**config.mk**
```make
export PLATFORM = sky130hd
export DESIGN_NAME = lut_config_readback
export DESIGN_NICKNAME = d
export VERILOG_FILES = /design/src/rtl/clb_cfg_pkg.sv /design/src/rtl/readback_addr_counter.sv /design/src/rtl/lut_config_readback.sv
export SDC_FILE = /design/constraint.sdc
export NUM_CORES = 1
export LEC_CHECK = 0
export CAP_MARGIN = 5
export CORE_ASPECT_RATIO = 1.5
export CORE_MARGIN = 2
export CORE_UTILIZATION = 35
export CTS_CLUSTER_DIAMETER = 30
export CTS_CLUSTER_SIZE = 14
export DETAILED_ROUTE_END_ITERATION = 8
export DONT_BUFFER_PORTS = 1
export GPL_TIMING_DRIVEN = 1
export SYNTH_ARGS = -nofsm -noshare
export SYNTH_HDL_FRONTEND = slang
export SYNTH_SLANG_ARGS = --single-unit
export TNS_END_PERCENT = 1
```
**constraint.sdc**
```tcl
create_clock -name cclk -period 2.1 [get_ports cclk]
set_input_delay 0.525 -clock cclk [delete_from_list [all_inputs] [get_ports cclk]]
set_output_delay 0.525 -clock cclk [all_outputs]
set_load 0.005 [all_outputs]
```
**src/rtl/clb_cfg_pkg.sv**
```systemverilog
// Shared CLB configuration definitions: readback FSM encoding, select-width helper, slice defaults.
// Latency: none; this file holds only constants, types and a constant function.
// Backpressure: not applicable.
package clb_cfg_pkg;

  localparam int DEF_ADDR_BITS = 4;
  localparam int DEF_NUM_LUTS  = 4;

  localparam logic [2:0] ENC_IDLE   = 3'd0;
  localparam logic [2:0] ENC_SETUP  = 3'd1;
  localparam logic [2:0] ENC_SAMPLE = 3'd2;
  localparam logic [2:0] ENC_SEND   = 3'd3;
  localparam logic [2:0] ENC_FINISH = 3'd4;

  typedef enum logic [2:0] {
    ST_IDLE   = ENC_IDLE,
    ST_SETUP  = ENC_SETUP,
    ST_SAMPLE = ENC_SAMPLE,
    ST_SEND   = ENC_SEND,
    ST_FINISH = ENC_FINISH
  } rb_state_t;

  // A single-LUT chain still needs a one-bit select so the port never collapses to zero width.
  function automatic int sel_bits(input int n);
    return (n <= 1) ? 1 : $clog2(n);
  endfunction

endpackage

```
**src/rtl/readback_addr_counter.sv**
```systemverilog
// Nested LUT address / LUT select counter: address is the inner loop, select the outer loop.
// Latency: clear and advance take effect on the next cclk edge; last_bit is combinational.
// Backpressure: advances only when the owner pulses adv; saturates at the final bit, never wraps.
module readback_addr_counter #(
  parameter int ADDR_BITS = 4,
  parameter int MEM_SIZE  = 2**ADDR_BITS,
  parameter int NUM_LUTS  = 4,
  parameter int SEL_BITS  = 2
) (
  input  logic                 clk,
  input  logic                 rst_n,
  input  logic                 clr,
  input  logic                 adv,
  output logic [ADDR_BITS-1:0] addr,
  output logic [SEL_BITS-1:0]  sel,
  output logic                 last_bit
);

  logic addr_max;
  logic sel_max;

  assign addr_max = (addr == ADDR_BITS'(MEM_SIZE - 1));
  assign sel_max  = (sel  == SEL_BITS'(NUM_LUTS - 1));
  assign last_bit = addr_max && sel_max;

  // Step the address first, roll into the next LUT at the end of a LUT, hold at the very end.
  always_ff @(posedge clk or negedge rst_n) begin
    if (!rst_n) begin
      addr <= '0;
      sel  <= '0;
    end else if (clr) begin
      addr <= '0;
      sel  <= '0;
    end else if (adv) begin
      if (!addr_max) begin
        addr <= addr + 1'b1;
      end else if (!sel_max) begin
        addr <= '0;
        sel  <= sel + 1'b1;
      end
    end
  end

endmodule

```
**src/rtl/lut_config_readback.sv**
```systemverilog
// Serial readback of every LUT bit (LUT 0 first, address 0 first) over a valid/ready stream.
// Latency: 3 cycles per bit at full rate; first valid 2 cycles after start; done 3*N+1 after start.
// Backpressure: dout/dout_valid/dout_last hold until dout_ready; cfg_busy aborts to idle.
module lut_config_readback
  import clb_cfg_pkg::*;
#(
  parameter int ADDR_BITS = DEF_ADDR_BITS,
  parameter int MEM_SIZE  = 2**ADDR_BITS,
  parameter int NUM_LUTS  = DEF_NUM_LUTS,
  parameter int SEL_BITS  = sel_bits(NUM_LUTS)
) (
  input  logic                 cclk,
  input  logic                 rst_n,
  input  logic                 start,
  input  logic                 cfg_busy,
  output logic                 rd_en,
  output logic [ADDR_BITS-1:0] rd_addr,
  output logic [SEL_BITS-1:0]  rd_sel,
  input  logic [NUM_LUTS-1:0]  lut_out,
  output logic                 dout,
  output logic                 dout_valid,
  input  logic                 dout_ready,
  output logic                 dout_last,
  output logic                 busy,
  output logic                 done,
  output logic                 abort
);

  localparam int PAD = 1 << SEL_BITS;

  rb_state_t        state, state_nx;
  logic             rd_en_nx, busy_nx, dout_nx, valid_nx, last_nx, done_nx, abort_nx;
  logic             cnt_clr, cnt_adv, cnt_last;
  logic [PAD-1:0]   lut_pad;

  readback_addr_counter #(
    .ADDR_BITS (ADDR_BITS),
    .MEM_SIZE  (MEM_SIZE),
    .NUM_LUTS  (NUM_LUTS),
    .SEL_BITS  (SEL_BITS)
  ) u_cnt (
    .clk      (cclk),
    .rst_n    (rst_n),
    .clr      (cnt_clr),
    .adv      (cnt_adv),
    .addr     (rd_addr),
    .sel      (rd_sel),
    .last_bit (cnt_last)
  );

  // Widen the LUT outputs to the full select range so rd_sel always indexes in bounds.
  always_comb begin
    lut_pad                 = '0;
    lut_pad[NUM_LUTS-1:0]   = lut_out;
  end

  // Next-state and next-output decode; a config load in progress overrides everything.
  always_comb begin
    state_nx = state;
    rd_en_nx = rd_en;
    busy_nx  = busy;
    dout_nx  = dout;
    valid_nx = dout_valid;
    last_nx  = dout_last;
    done_nx  = 1'b0;
    abort_nx = 1'b0;
    cnt_clr  = 1'b0;
    cnt_adv  = 1'b0;
    if (state != ST_IDLE && cfg_busy) begin
      state_nx = ST_IDLE;
      rd_en_nx = 1'b0;
      busy_nx  = 1'b0;
      valid_nx = 1'b0;
      last_nx  = 1'b0;
      abort_nx = 1'b1;
    end else begin
      case (state)
        ST_IDLE: begin
          if (start && !cfg_busy) begin
            cnt_clr  = 1'b1;
            rd_en_nx = 1'b1;
            busy_nx  = 1'b1;
            state_nx = ST_SETUP;
          end
        end
        ST_SETUP: begin
          state_nx = ST_SAMPLE;
        end
        ST_SAMPLE: begin
          dout_nx  = lut_pad[rd_sel];
          valid_nx = 1'b1;
          last_nx  = cnt_last;
          state_nx = ST_SEND;
        end
        ST_SEND: begin
          if (dout_ready) begin
            valid_nx = 1'b0;
            last_nx  = 1'b0;
            if (cnt_last) begin
              state_nx = ST_FINISH;
            end else begin
              cnt_adv  = 1'b1;
              state_nx = ST_SETUP;
            end
          end
        end
        ST_FINISH: begin
          rd_en_nx = 1'b0;
          busy_nx  = 1'b0;
          done_nx  = 1'b1;
          state_nx = ST_IDLE;
        end
        default: begin
          state_nx = ST_IDLE;
          rd_en_nx = 1'b0;
          busy_nx  = 1'b0;
          valid_nx = 1'b0;
          last_nx  = 1'b0;
        end
      endcase
    end
  end

  // State and registered outputs; reset truncates any stream without a done or abort pulse.
  always_ff @(posedge cclk or negedge rst_n) begin
    if (!rst_n) begin
      state      <= ST_IDLE;
      rd_en      <= 1'b0;
      busy       <= 1'b0;
      dout       <= 1'b0;
      dout_valid <= 1'b0;
      dout_last  <= 1'b0;
      done       <= 1'b0;
      abort      <= 1'b0;
    end else begin
      state      <= state_nx;
      rd_en      <= rd_en_nx;
      busy       <= busy_nx;
      dout       <= dout_nx;
      dout_valid <= valid_nx;
      dout_last  <= last_nx;
      done       <= done_nx;
      abort      <= abort_nx;
    end
  end

endmodule

```
==> results of run 1 <==
## state kept, by name, indices dropped and copies added (netlist names)
| signal | count |
|---|---|
| u_cnt.addr | 4 |
| state | 3 |
| u_cnt.sel | 2 |
| abort | 1 |
| busy | 1 |
| done | 1 |
| dout | 1 |
| dout_last | 1 |
| dout_valid | 1 |
## final timing paths
check,start,endpoint,slack [ps],cells after the start
setup / recovery,state[2],u_cnt.sel[1],590,3
hold / removal,cfg_busy,done,300,1
setup reg to reg,state[2],u_cnt.sel[1],590,3
hold reg to reg,dout_valid,dout_valid,520,1
max in group asynchronous,rst_n,state[1],960,1
min in group asynchronous,rst_n,busy,720,1
## synth_stat cells, types with 2 or more instances
| library cell | count | area [µm²] |
|---|---|---|
| nor3_1 | 2 | 10.01 |
| a21oi_1 | 2 | 10.01 |
| o22ai_1 | 2 | 12.51 |
| o21ai_1 | 7 | 35.03 |
| inv_1 | 3 | 11.26 |
| nand3_1 | 4 | 20.02 |
| buf_6 | 3 | 33.78 |
| nand4_1 | 3 | 18.77 |
| o21ai_0 | 3 | 15.01 |
| ha_1 | 2 | 25.02 |
| and3_1 | 4 | 25.02 |
| dfrtp_1 | 15 | 375.4 |
| nor2_1 | 3 | 11.26 |
| mux2i_1 | 3 | 30.03 |
## critical path: cells and delay by family (launching register included)
| kind | cells | cell delay, ps |
|---|---|---|
| and+or+nand+nor | 2 | 740 |
| muxes | 1 | 240 |
| DFF | 1 | 450 |
## logic make-up after synthesis
group,after synthesis,synth area share
AO/OA/AOI/OAI,23,0.1800
adder cells (fa/ha/maj),3,0.04307
buffers and inverters,8,0.06923
flip-flops,15,0.4615
multiplexers,5,0.07846
AND/OR/NAND/NOR,22,0.1677
## per-layer routing
metal | wire (µm) | GRT usage | part of all wire
met1 | 655 | 0.1685 | 0.41
met2 | 829 | 0.2090 | 0.51
met3 | 110 | 0.05780 | 0.068
met4 | 15 | 0.06818 | 0.0093
met5 | 0 | 0 | 0
## power groups by stage
stage	combinational, mW	sequential [mW]	clock, mW
floorplan	0.0737	0.342	0
global placement	0.0602	0.353	0
detailed placement	0.0603	0.354	0
CTS	0.0675	0.349	0.172
global route	0.0760	0.353	0.181
finish	0.0658	0.347	0.162
## layout make-up
type	instances	area, µm²
Clock inverter	1	5.005
Sequential cell	15	375.4
Fill cell	245	1373
Clock buffer	3	22.52
Tap cell	23	28.78
Timing Repair Buffer	1	10.01
Multi-Input combinational cell	53	381.6
Inverter	3	11.26
## repair_timing
item                                   in CTS  in global routing
setup buffers                               0                  0
endpoints found under the hold margin      15                  0
hold buffers                                1                  0
==> run_results.csv, run 1 <==
group,metric,value,unit
drt,wirelength,1611,µm
grt,antenna_found_initial,0,
logic_synthesis,synth-edff-count,0,
power_and_ir_drop,total_power,0.5746,mW
critical_path,worstPathArrival,1710,ps
logic_synthesis,syn-num-nets,87,
cts,ctsResizeCount,0,
die,die_w,43.36,µm
die,initial_core_util,0.3685,
cts,root_buffer,"clkbuf_4",
final_layout,final_layout_size_suffix_gt1_frac,0.1053,
grt,grt_max_degree,16,
final_layout,fin_nets,88,
cts,cts_tree,"yes",
cts,clk_latency,280,ps
timing,maxSlewHeadroom,0.5495,
timing,fin_setup_tns,0,ps
drt,via_count,610,
drt,dr.pass1.iters,4,
timing,hold_viol,0,
power_and_ir_drop,seq_power_share,0.604,
grt,grt_util_all_layers,0.1394,
timing,rsz0062_at_grt,"false",
final_layout,fin_area,834.6,µm²
final_layout,area_growth,2.615,%
power_and_ir_drop,ir_worst_vdd,0.2517,mV
timing,fin_skew,4.858,ps
logic_synthesis,synthFlopType,"dfrtp_1",
grt,grt_pass1_vias,594,
cts,cts_buffer_depth,2,
timing,timing.final.ws_setup,585.6,ps
critical_path,endpoint_kind,"flip-flop",
placed_design,io_buffers,0,
timing,fmax,660.3,MHz
die,core-area,2207,µm²
drt,wire_per_inst,16.27,µm
logic_synthesis,syn_inst,76,
final_layout,diodes,0,
drt,final_antenna_net_count,0,
logic_synthesis,synthesis.area,813.3,µm²
power_and_ir_drop,intPower,0.4165,mW
final_layout,final_cell_count_no_fill,99,
run_status,outcome,"finished, final reports clean",
flow_run,max-cap-violations,0,
worst_hold_path,hp-class,"input pin to flip-flop",
logic_synthesis,synth_cell_types,34,
cts,cts_buffers,3,
timing,slew_viol_final,0,
logic_synthesis,yosysSeqAreaShare,0.4615,
critical_path,crit_path_start_kind,"flip-flop",
final_layout,final_common_cell,"dfrtp_1",
placed_design,dp.cells,94,
power_and_ir_drop,switching_power,0.1581,mW
cts,cts_sinks,15,
critical_path,path_cells,"or2_1, nor4_2, mux2i_1",
logic_synthesis,postSynth.asyncResetShare,1.000,
power_and_ir_drop,p_leak,0.3720,nW
timing,fin_crit_sh,0.7211,
final_layout,final_core_util,0.3781,
critical_path,critical_path_required,2300,ps
cts,path_clk_slew,90,ps
die,fp-row-count,21,
critical_path,worst_path_max_delay_cell,"dfrtp_1",
logic_synthesis,yosysWarningCount,0,
drt,vias_per_cell,6.162,
cts,h-tree-depth,1,
grt,grt_overflow,0,
critical_path,crit_path_max_fanout,7,
timing,worst_hold_slack,301.1,ps
timing,tightestPinTransition,673.6,ps
die,die_h,63.04,µm
die,dieArea,2733,µm²
placed_design,place_area,797.0,µm²
power_and_ir_drop,power-per-cell-area,688.5,nW/µm²
timing,finalSetupViolations,0,
placed_design,dp_hpwl,1168,µm
die,ios,22,
timing,min_period,1514,ps
grt,grt_pass1_wl,2877,µm
drt,first_iter_violations,9,
power_and_ir_drop,p_sw_frac,0.2752,
critical_path,slowest_delay,450,ps
logic_synthesis,syn_avg_cell_area,10.70,µm²
placed_design,place_ws,564.8,ps
power_and_ir_drop,combPwrFrac,0.115,
final_layout,layout_common_cells,"dfrtp_1 (15), o21ai_1 (7), and3_1 (4), nand3_1 (4)",
power_and_ir_drop,pwr-share-clk,0.281,
logic_synthesis,ys_seq_elements,15,
placed_design,gp_congestion,0.7617,
critical_path,crit_type,"flip-flop to flip-flop",
drt,drcViolationCount,0,
Note: power is estimated with default switching activity, not from simulation.
==> inputs of run 2 (changes only) <==
==> constraint.sdc (replaced) <==
create_clock -name cclk -period 1.5 [get_ports cclk]
set_input_delay 0.375 -clock cclk [delete_from_list [all_inputs] [get_ports cclk]]
set_output_delay 0.375 -clock cclk [all_outputs]
set_load 0.005 [all_outputs]
==> run 2 against run 1 <==
Effect of this change:
- register-to-register slack lost 510 ps
- critical path type unchanged
- largest cell class unchanged
- die area stayed put
- count of clock-buffer cells in the layout up 1
- highest routed layer unchanged
- critical endpoint is now u_cnt.addr[0]
==> run_results.csv, run 2 (synthesis gave the netlist of run 1 again) <==
group,metric,value,unit
run_status,outcome,"finished, final reports clean",
critical_path,cp.buffers_inverters,0,
critical_path,r2r_cells,3,
power_and_ir_drop,switching_power,0.2389,mW
cts,cts_buffer_depth,2,
final_layout,final_core_util,0.4059,
critical_path,crit_path_max_fanout,8,
power_and_ir_drop,combPwrFrac,0.149,
grt,grt_overflow,0,
cts,clk_latency,300,ps
drt,drcViolationCount,0,
timing,min_period,1429,ps
grt,grt_util_all_layers,0.1432,
grt,grt_pass1_vias,667,
die,dieArea,2733,µm²
placed_design,gp_congestion,0.7951,
critical_path,worst_path_max_delay_cell,"or4_4",
timing,worst_hold_slack,145.3,ps
cts,cts_tree,"yes",
drt,wirelength,1739,µm
worst_hold_path,hp-class,"input pin to flip-flop",
critical_path,crit_type,"flip-flop to flip-flop",
drt,via_count,648,
final_layout,fillerInstances,227,
placed_design,io_buffers,0,
timing,maxSlewHeadroom,0.5332,
critical_path,path_cells,"or4_4, o21ai_1, o22ai_1",
critical_path,slowest_delay,600,ps
final_layout,diodes,0,
worst_hold_path,hold_depth,1,
timing,slew_viol_final,0,
critical_path,critical_path_required,1690,ps
cts,cts_sinks,15,
cts,cts_buffers,3,
final_layout,regArea,376.6,µm²
cts,path_clk_slew,90,ps
grt,grt_max_degree,16,
grt,antenna_found_initial,0,
flow_run,max-cap-violations,0,
power_and_ir_drop,p_leak,0.4025,nW
final_layout,largestRegisters,"u_cnt.addr: 4 flops, state: 3 flops, u_cnt.sel: 2 flops",
die,die_h,63.04,µm
final_layout,regMostFlops,"u_cnt.addr",
critical_path,cp_top_family,"simple AND/OR/NAND/NOR gates",
die,fp-row-count,21,
critical_path,crit_cells,3,
final_layout,area_growth,10.15,%
die,core-area,2207,µm²
critical_path,crit_path_start_kind,"flip-flop",
die,initial_core_util,0.3685,
die,die_w,43.36,µm
power_and_ir_drop,power-per-cell-area,940.7,nW/µm²
critical_path,worstPathArrival,1620,ps
timing,fin_skew,6.194,ps
power_and_ir_drop,pwr-share-clk,0.288,
cts,cts_setup_buffers,0,
final_layout,layout_common_cells,"dfrtp_1 (14), o21ai_1 (7), buf_4 (7), and3_1 (4), nand3_1 (4)",
final_layout,fin_area,895.9,µm²
final_layout,multi_input_area,390.4,µm²
power_and_ir_drop,ir_worst_vdd,0.4030,mV
grt,grt_pass1_wl,2953,µm
timing,fin_setup_tns,0,ps
final_layout,final_layout_size_suffix_gt1_frac,0.1807,
final_layout,fin_nets,95,
die,ios,22,
drt,wire_per_inst,16.41,µm
final_layout,largest_reg_flops,4,
drt,first_iter_violations,31,
power_and_ir_drop,total_power,0.8427,mW
critical_path,endpoint_kind,"flip-flop",
drt,dr.pass1.iters,4,
timing,hold_viol,0,
timing,rsz0062_at_grt,"true",
timing,fin_crit_sh,0.9525,
power_and_ir_drop,seq_power_share,0.564,
drt,vias_per_cell,6.113,
placed_design,place_area,849.6,µm²
placed_design,dp_hpwl,1241,µm
timing,tightestPinTransition,697.9,ps
power_and_ir_drop,intPower,0.6039,mW
cts,root_buffer,"clkbuf_4",
final_layout,final_common_cell,"dfrtp_1",
timing,finalSetupViolations,0,
timing,fmax,699.9,MHz
cts,h-tree-depth,1,
power_and_ir_drop,p_sw_frac,0.2834,
drt,final_antenna_net_count,0,
[run 2: changes by cell type in the layout (fill, tap and decap cells not counted), sizes merged]
cell,before,now
clkbuf,3,4
clkinv,1,0
buf,0,7
[run 2: path summary, 6_finish.rpt]
kind | start | slack, ps | to
max in group asynchronous | rst_n | 470 | u_cnt.sel[0]
min in group asynchronous | rst_n | 550 | u_cnt.addr[0]
setup / recovery | state[1] | 70 | u_cnt.addr[0]
hold / removal | cfg_busy | 150 | done
setup reg to reg | state[1] | 70 | u_cnt.addr[0]
hold reg to reg | dout_valid | 520 | dout_valid
[run 2: timing repair]
action                                  in CTS  in global routing
hold buffers                                 1                  0
hold endpoints to repair                    15                  0
endpoints found under the setup margin       0                  3
gates resized for setup                      0                  2
[run 2: routing by layer]
metal | global-route usage | up-vias | part of all wire
li1 | - | 302 | -
met1 | 0.1642 | 312 | 0.41
met2 | 0.2332 | 29 | 0.50
met3 | 0.02312 | 5 | 0.058
met4 | 0.09848 | 0 | 0.030
met5 | 0 | - | 0
[run 2: final cells by class]
cell class	instances	share of cell area
Clock buffer	4	0.02933
Inverter	3	0.01257
Multi-Input combinational cell	53	0.4358
Sequential cell	15	0.4204
Tap cell	23	0.03212
Timing Repair Buffer	8	0.06983
[run 2: power groups by stage]
stage	logic, mW	registers (mW)	clock network [mW]
after floorplan	0.103	0.479	0
after global placement	0.112	0.483	0
after detailed placement	0.114	0.484	0
after CTS	0.125	0.476	0.248
after global routing	0.143	0.481	0.261
final	0.125	0.475	0.242
[run 2: stage by stage]
step	cells	setup slack [ps]
global route	106	-14.96
floorplan	76	58.09
finish	106	71.25
detailed placement	101	99.73
CTS	106	55.04
global placement	101	108.0
==> inputs of run 3 (changes only) <==
--- a/config.mk
+++ b/config.mk
@@ -14,6 +14,7 @@
 export DETAILED_ROUTE_END_ITERATION = 8
 export DONT_BUFFER_PORTS = 1
 export GPL_TIMING_DRIVEN = 1
+export SKIP_CTS_REPAIR_TIMING = 1
 export SYNTH_ARGS = -nofsm -noshare
 export SYNTH_HDL_FRONTEND = slang
 export SYNTH_SLANG_ARGS = --single-unit
==> run 3 against run 2 <==
Effect of this change:
- sequential power about the same
- setup slack gained 17 ps
- clock skew is 1.0 ps higher
- critical path depth is the same
- critical endpoint is now u_cnt.sel[0]
- largest cell class unchanged
==> run_results.csv, run 3 (synthesis gave the netlist of run 1 again) <==
group,metric,value,unit
timing,tightestPinTransition,689.0,ps
drt,drcViolationCount,0,
die,core-area,2207,µm²
timing,finalSetupViolations,0,
final_layout,fin_nets,95,
timing,min_period,1411,ps
grt,grt_max_degree,16,
drt,vias_per_cell,6.151,
final_layout,regMostFlops,"u_cnt.addr",
critical_path,crit_type,"flip-flop to flip-flop",
critical_path,slowest_delay,600,ps
timing,fin_crit_sh,0.9408,
die,initial_core_util,0.3685,
cts,cts_sinks,15,
timing,maxSlewHeadroom,0.5392,
final_layout,layout_common_cells,"dfrtp_1 (14), o21ai_1 (7), buf_4 (7), and3_1 (4), nand3_1 (4)",
final_layout,final_cell_count_no_fill,106,
placed_design,dp.cells,101,
die,die_h,63.04,µm
grt,grt_pass1_vias,666,
drt,drt-met1-wl,699,µm
drt,via_count,652,
placed_design,io_buffers,0,
placed_design,place_area,849.6,µm²
timing,worst_hold_slack,144.3,ps
run_status,outcome,"finished, final reports clean",
final_layout,largest_reg_flops,4,
grt,antenna_found_initial,0,
critical_path,critical_path_required,1690,ps
timing,fin_setup_tns,0,ps
drt,wirelength,1728,µm
power_and_ir_drop,power-per-cell-area,940.8,nW/µm²
final_layout,diodes,0,
drt,final_antenna_net_count,0,
drt,first_iter_violations,20,
timing,fmax,708.6,MHz
critical_path,crit_path_start_kind,"flip-flop",
final_layout,fin_area,895.9,µm²
die,die_w,43.36,µm
cts,clk_latency,300,ps
drt,wl_met2,880,µm
placed_design,place_ws,99.73,ps
cts,cts_tree,"yes",
timing,hold_viol,0,
timing,fin_skew,7.222,ps
flow_run,max-cap-violations,0,
power_and_ir_drop,total_power,0.8428,mW
die,dieArea,2733,µm²
critical_path,crit_path_max_fanout,8,
final_layout,final_layout_size_suffix_gt1_frac,0.1807,
cts,cts_buffers,3,
worst_hold_path,hp-class,"input pin to flip-flop",
final_layout,final_common_cell,"dfrtp_1",
placed_design,dp_hpwl,1241,µm
timing,slew_viol_final,0,
drt,wire_per_inst,16.30,µm
power_and_ir_drop,p_leak,0.4025,nW
power_and_ir_drop,ir_worst_vdd,0.4057,mV
grt,grt_util_all_layers,0.1420,
die,ios,22,
drt,top_layer_used,"met4",
die,fp-row-count,21,
critical_path,endpoint_kind,"flip-flop",
final_layout,final_core_util,0.4059,
cts,cts_buffer_depth,2,
cts,path_clk_slew,90,ps
placed_design,gp_congestion,0.7951,
critical_path,path_cells,"or4_4, o21bai_1, mux2i_1",
cts,h-tree-depth,1,
grt,grt_pass1_wl,2939,µm
cts,root_buffer,"clkbuf_4",
critical_path,worstPathArrival,1600,ps
timing,rsz0062_at_grt,"true",
drt,wl_met3,95,µm
grt,grt_overflow,0,
drt,dr.pass1.iters,4,
final_layout,largestRegisters,"u_cnt.addr: 4 flops, state: 3 flops, u_cnt.sel: 2 flops",
final_layout,area_growth,10.15,%
timing,timing.final.ws_setup,88.74,ps
critical_path,worst_path_max_delay_cell,"or4_4",
run 3: cell counts in the layout (fill, tap and decap cells not counted):
No cell type changed its count.
run 3: worst paths after layout:
check	slack, ps	start	cells after the start	to
min	140	cfg_busy	1	done
max in group asynchronous	480	rst_n	1	u_cnt.sel[0]
min reg2reg	520	dout_valid	1	dout_valid
max	90	state[1]	3	u_cnt.sel[0]
max reg2reg	90	state[1]	3	u_cnt.sel[0]
min in group asynchronous	550	rst_n	1	u_cnt.addr[0]
run 3: routing by layer:
layer	up-vias	global-route usage
li1	300	-
met3	5	0.02312
met2	26	0.2351
met5	-	0
met4	0	0.09848
met1	321	0.1588
run 3: power by group:
part / total [mW] / switching, mW / leakage, nW / internal [mW]
logic: 0.125 / 0.0665 / 0.189 / 0.0587
registers: 0.475 / 0.0334 / 0.199 / 0.441
clock network: 0.243 / 0.139 / 0.0150 / 0.104
run 3: worst max-delay path, delay by kind of cell (launching register included):
kind | cells | cell delay (ps)
simple gates | 1 | 600
flops | 1 | 460
mux | 1 | 90
compound gates | 1 | 150
run 3: area by class of cell:
| type | instances | area (µm²) |
|---|---|---|
| fill | 227 | 1311 |
| multi-input combinational | 53 | 390.4 |
| sequential | 15 | 376.6 |
| timing repair buffer | 8 | 62.56 |
| tap | 23 | 28.78 |
| clock buffer | 4 | 26.28 |
| inverter | 3 | 11.26 |
